## config.mk

```make
export PLATFORM = sky130hd
export DESIGN_NAME = fetch_decode_reg
export DESIGN_NICKNAME = d
export VERILOG_FILES = /design/src/rtl/fd_pkg.sv /design/src/rtl/fd_skid_buffer.sv /design/src/rtl/fetch_decode_reg.sv
export SDC_FILE = /design/constraint.sdc
export NUM_CORES = 1
export LEC_CHECK = 0
export ABC_CLOCK_PERIOD_IN_PS = 2300
export CAP_MARGIN = 40
export CORE_MARGIN = 8
export CORE_UTILIZATION = 50
export DETAILED_ROUTE_END_ITERATION = 12
export GPL_TIMING_DRIVEN = 0
export PLACE_DENSITY = 0.8
export SYNTH_ARGS = -nofsm -noshare
export SYNTH_HDL_FRONTEND = slang
export SYNTH_HIERARCHICAL = 1
export SYNTH_SLANG_ARGS = --single-unit
```

## constraint.sdc

```tcl
create_clock -name clk -period 2.3 [get_ports clk]
set_clock_uncertainty 0.15 [all_clocks]
set_input_delay 0.46 -clock clk [delete_from_list [all_inputs] [get_ports clk]]
set_output_delay 0.46 -clock clk [all_outputs]
set_load 0.01 [all_outputs]
```

## src/rtl/fd_pkg.sv

```systemverilog
// Shared types and constants for the fetch/decode pipeline register.
// The FD register and the skid buffer both store an fd_entry.
package fd_pkg;

  localparam int          FD_WIDTH  = 16;
  localparam logic [15:0] NOP_INSTR = 16'h0800;
  localparam logic [4:0]  HALT_OPC  = 5'b00000;

  typedef enum logic {
    RUN    = 1'b0,
    HALTED = 1'b1
  } fdState_t;

  typedef struct packed {
    logic [FD_WIDTH-1:0] instr;
    logic [FD_WIDTH-1:0] pcPlus2;
    logic                err;
  } fd_entry;

  // The opcode occupies the top five bits of the instruction word.
  function automatic logic isHalt(input logic [FD_WIDTH-1:0] instr,
                                  input logic [4:0]          opc);
    return instr[FD_WIDTH-1 -: 5] == opc;
  endfunction

endpackage

```

## src/rtl/fd_skid_buffer.sv

```systemverilog
// One-entry holding register for an instruction fetched while decode is stalled.
// Clear wins over load so a flush always leaves the buffer empty.
module fd_skid_buffer
  import fd_pkg::*;
(
  input  logic    clk,
  input  logic    rst_n,
  input  logic    load,
  input  logic    clear,
  input  fd_entry dataIn,
  output fd_entry dataOut,
  output logic    full
);

  fd_entry entryReg;
  logic    fullReg;

  always_ff @(posedge clk or negedge rst_n) begin
    if (!rst_n) begin
      entryReg <= '0;
      fullReg  <= 1'b0;
    end else if (clear) begin
      fullReg  <= 1'b0;
    end else if (load) begin
      entryReg <= dataIn;
      fullReg  <= 1'b1;
    end
  end

  assign dataOut = entryReg;
  assign full    = fullReg;

endmodule

```

## src/rtl/fetch_decode_reg.sv

```systemverilog
// F/D pipeline register with stall hold, flush bubble, one-entry skid buffer,
// HALT tracking and a saturating decode-stall counter.
module fetch_decode_reg
  import fd_pkg::*;
#(
  parameter int               WIDTH     = FD_WIDTH,
  parameter logic [WIDTH-1:0] NOP_INSTR = fd_pkg::NOP_INSTR,
  parameter logic [4:0]       HALT_OPC  = fd_pkg::HALT_OPC,
  parameter int               CNT_W     = 16
) (
  input  logic             clk,
  input  logic             rst_n,
  input  logic [WIDTH-1:0] F_instr,
  input  logic [WIDTH-1:0] F_pcPlus2,
  input  logic             F_valid,
  input  logic             F_err,
  input  logic             stall_D,
  input  logic             flush_D,
  output logic [WIDTH-1:0] FD_instr,
  output logic [WIDTH-1:0] FD_pcPlus2,
  output logic             FD_valid,
  output logic             FD_err,
  output logic             FD_halted,
  output logic             fetch_hold,
  output logic [CNT_W-1:0] stall_cnt
);

  localparam fd_entry BUBBLE = '{instr: NOP_INSTR, pcPlus2: '0, err: 1'b0};

  fdState_t         state;
  fdState_t         stateNext;
  fd_entry          fdReg;
  fd_entry          fdNext;
  fd_entry          fEntry;
  fd_entry          skidOut;
  logic             fdValid;
  logic             fdValidNext;
  logic             skidFull;
  logic             skidLoad;
  logic             skidClear;
  logic [CNT_W-1:0] stallCnt;

  assign fEntry = '{instr: F_instr, pcPlus2: F_pcPlus2, err: F_err};

  fd_skid_buffer uSkid (
    .clk    (clk),
    .rst_n  (rst_n),
    .load   (skidLoad),
    .clear  (skidClear),
    .dataIn (fEntry),
    .dataOut(skidOut),
    .full   (skidFull)
  );

  // Priority per edge: flush, then halted hold, then stall hold, then load.
  always_comb begin
    fdNext      = fdReg;
    fdValidNext = fdValid;
    stateNext   = state;
    skidLoad    = 1'b0;
    skidClear   = 1'b0;
    if (flush_D) begin
      fdNext      = BUBBLE;
      fdValidNext = 1'b0;
      stateNext   = RUN;
      skidClear   = 1'b1;
    end else if (state == HALTED) begin
      fdNext = fdReg;
    end else if (stall_D) begin
      skidLoad = F_valid & ~skidFull;
    end else begin
      if (skidFull) begin
        fdNext      = skidOut;
        fdValidNext = 1'b1;
        skidClear   = 1'b1;
      end else if (F_valid) begin
        fdNext      = fEntry;
        fdValidNext = 1'b1;
      end else begin
        fdNext      = BUBBLE;
        fdValidNext = 1'b0;
      end
      // A HALT halts even when it carries a fetch error.
      if (fdValidNext && isHalt(fdNext.instr, HALT_OPC)) begin
        stateNext = HALTED;
      end
    end
  end

  always_ff @(posedge clk or negedge rst_n) begin
    if (!rst_n) begin
      fdReg   <= BUBBLE;
      fdValid <= 1'b0;
      state   <= RUN;
    end else begin
      fdReg   <= fdNext;
      fdValid <= fdValidNext;
      state   <= stateNext;
    end
  end

  // Counts cycles where a real instruction sits stalled in decode; never wraps.
  always_ff @(posedge clk or negedge rst_n) begin
    if (!rst_n) begin
      stallCnt <= '0;
    end else if (stall_D && fdValid && !flush_D && (stallCnt != '1)) begin
      stallCnt <= stallCnt + 1'b1;
    end
  end

  assign FD_instr   = fdReg.instr;
  assign FD_pcPlus2 = fdReg.pcPlus2;
  assign FD_err     = fdReg.err;
  assign FD_valid   = fdValid;
  assign FD_halted  = (state == HALTED);
  assign fetch_hold = skidFull | (state == HALTED);
  assign stall_cnt  = stallCnt;

endmodule

```

==> results.ini <==
[setup_path]
r2r-start=uSkid/full$_DFFE_PN0P_
r2r_slack_ps=70
cp-end-kind=flip-flop
critical_path_required_ps=2380
crit_fanout=10
critical_path_class=flip-flop to flip-flop
reg2regPathDepth=8
startpoint_type=flip-flop
cp.arrival_ps=2310
worst_r2r_endpoint=uSkid/dataOut[7]$_DFFE_PN0P_

[sta]
final.min_clock_period_ps=2230
clock.fmax_ghz=0.4485
hold_violations=0
finalSetupViolations=0
finalMaxSlewViolations=0
final.setup.tns_ps=0
relSlewSlack_pct=66.00
worst_pin_slew_ps=510.0
period_share_pct=96.95

[clock_tree]
cts_buffers=9
insertion_delay_ps=350
root_buffer=clkbuf_8
clockBufferDepth=2
htreeDepth=3
cts_tree=done
path_clk_slew_ps=80
clock_sinks=85

[routing]
num_vias=2779
drt_wl_total_microns=8993
wl_per_cell_microns=17.39
antenna_left=0
dr.pass1.iters=4
routed_via_density=5.375
post-route-drc-count=0
drt_iter0_drc=83

[hold_path]
hold_depth=2
whs_endpoint=FD_valid$_DFFE_PN0P_
min-delay-start=flush_D
hold_class=input port to flip-flop

[logic_synthesis]
synthArstFlopShare_pct=100.0
syn_nets=349
ys_types=41
synth_top_flop_cell=dfrtp_1
avgSynthCellArea_sq_um=12.25
synth-edff-count=0
synth_area_sq_um=3797
yosysWarnings=6
synthCells=310
ys_seq_area_share_pct=56.05
ys_seq_elements=85

[placed_design]
dp_hpwl_microns=6376
portBuffers=88
place.gp.congestion=0.8159
place_inst=498
place_area_sq_um=4827

[grt]
antenna_found_initial=0
grt_first_pass_wirelength_microns=14930
grt_use_total_pct=18.09
globalRouteOverflowTotal=0
first_global_vias=2942
grt_start_max_net_pins=52

[cells_and_area]
layout.nets=452
fillers=576
drive_gt1_share_pct=18.42
final_cells=517
multi_input_area_sq_um=1528
stdcell_area_sq_um=5112
synthToLayoutAreaGrowth_pct=34.63
regArea_sq_um=2128
n_antenna_cell=0

[floorplan]
initial_core_util_pct=52.08
ios=90
fp.coreArea_sq_um=7292
row_count=31
die_w_microns=103.2
die_area_sq_um=10640
die_h_microns=103.2

[power]
p_leak_nw=2.264
irDropWorstVdd_mv=0.5026
p_per_area_nw_per_um2=783.4

[run_status]
status=finished clean

[run]
cap_violations=0

## flip-flops by register name (all words and copies together) (netlist names)
| signal | flops |
|---|---|
| uSkid/dataOut | 33 |
| FD_instr | 16 |
| FD_pcPlus2 | 16 |
| stall_cnt | 16 |
| FD_err | 1 |
| FD_halted | 1 |
| FD_valid | 1 |
| uSkid/full | 1 |
## synthesized netlist by cell type, types with 2 or more instances
library cell  instances  area share, %
a21oi_1               2           0.26
a22o_1                7            1.6
a22oi_1              28            5.5
and4_1                2           0.46
buf_1                 3           0.30
buf_12                3            1.6
buf_2                 6           0.79
buf_6                 2           0.59
clkbuf_1              5           0.49
dfrtp_1              84             55
inv_1                 2           0.20
mux2_2                3           0.89
mux2_4               31             12
nand2_1              34            3.4
nand3_1               4           0.53
nand4_1               6           0.99
nor2_1               15            1.5
nor3_1                9            1.2
o21ai_0              29            3.8
or4_1                 2           0.40
xor2_1               13            3.0
## routing by layer
layer	share of wire, %	wire (microns)	GRT usage, %
met5	0	0	0
met4	1.1	96	5.673
met3	6.1	553	5.537
met2	51	4577	29.78
met1	42	3766	22.20
## critical path, cell delays in order, from the launching register on
cell     delay, ps
dfrtp_1        390
buf_4          170
buf_4          180
or2_2          340
nor2_4         120
nor2b_4        150
buf_8          140
buf_12         150
mux2_4         300
## power breakdown
part           switching (mW)  leakage, nW  internal [mW]
combinational           0.312         1.05          0.522
sequential              0.181         1.10           1.75
clock                   0.522        0.116          0.722
total                    1.02         2.26           2.99
## how the worst max path moves through the flow
stage	cells past startpoint	slack, ps	start	end
finish	8	70	uSkid/full$_DFFE_PN0P_	uSkid/dataOut[7]$_DFFE_PN0P_
global route	8	-7	uSkid/full$_DFFE_PN0P_	uSkid/dataOut[31]$_DFFE_PN0P_
CTS	4	10	uSkid/full$_DFFE_PN0P_	fetch_hold
detailed placement	9	-800	stall_D	uSkid/dataOut[6]$_DFFE_PN0P_
global placement	1	-2390	rst_n	uSkid/dataOut[10]$_DFFE_PN0P_
floorplan	8	70	flush_D	uSkid/dataOut[0]$_DFFE_PN0P_
## through the flow
step,hold slack (ps),util [%],total power [mW],setup WS (ps)
2_1_floorplan,14.41,-,2.406,67.83
3_5_place_dp,303.6,66.20,2.775,-802.3
4_1_cts,239.9,69.87,4.041,13.82
5_1_grt,257.5,70.11,4.191,-6.743
3_3_place_gp,310.5,65.85,2.735,-2388
6_report,252.8,70.11,4.005,70.18
## cells in the final DEF (no fill, tap or decap), types with 2 or more instances in the layout
master and count:
clkdlybuf4s50_1 86, dfrtp_1 84, nand2_1 34, mux2_4 31, o21ai_0 29, a22oi_1 28, xor2_1 13, nor2_1 12
nor3_1 9, clkbuf_8 9, a22o_1 7, buf_2 6, nand4_1 6, buf_4 5, clkbuf_1 5, nand3_1 4
bufinv_16 3, buf_12 3, mux2_2 3, nor2_2 2, buf_1 2, inv_1 2, or4_1 2, a21oi_1 2
and4_1 2
## cell type report
| cell class | instances | area share, % |
|---|---|---|
| flip-flops and latches | 85 | 41.63 |
| plain buffers | 19 | 3.059 |
| repair buffers | 92 | 18.11 |
| clock buffers | 10 | 2.496 |
| multi-input cells | 203 | 29.88 |
| inverters | 3 | 0.2203 |
| well taps | 99 | 2.423 |
| clock inverters | 6 | 2.178 |
## repair_timing
| item | CTS | global route |
|---|---|---|
| setup buffers | 1 | 1 |
| setup endpoints to repair | 34 | 31 |
| hold endpoints to repair | 33 | 0 |
| hold buffers | 1 | 0 |
| gates resized for setup | 8 | 7 |
| pin swaps | 1 | 0 |
## logic make-up after synthesis
kind of cell	Yosys count	synth area share (%)
simple gates	83	10.74
compound gates	71	12.46
flops	85	56.05
xor+xnor	14	3.229
buf+inv	22	4.053
mux	34	13.15
fa+ha+maj	1	0.3294
(Power assumes the default switching activity.)
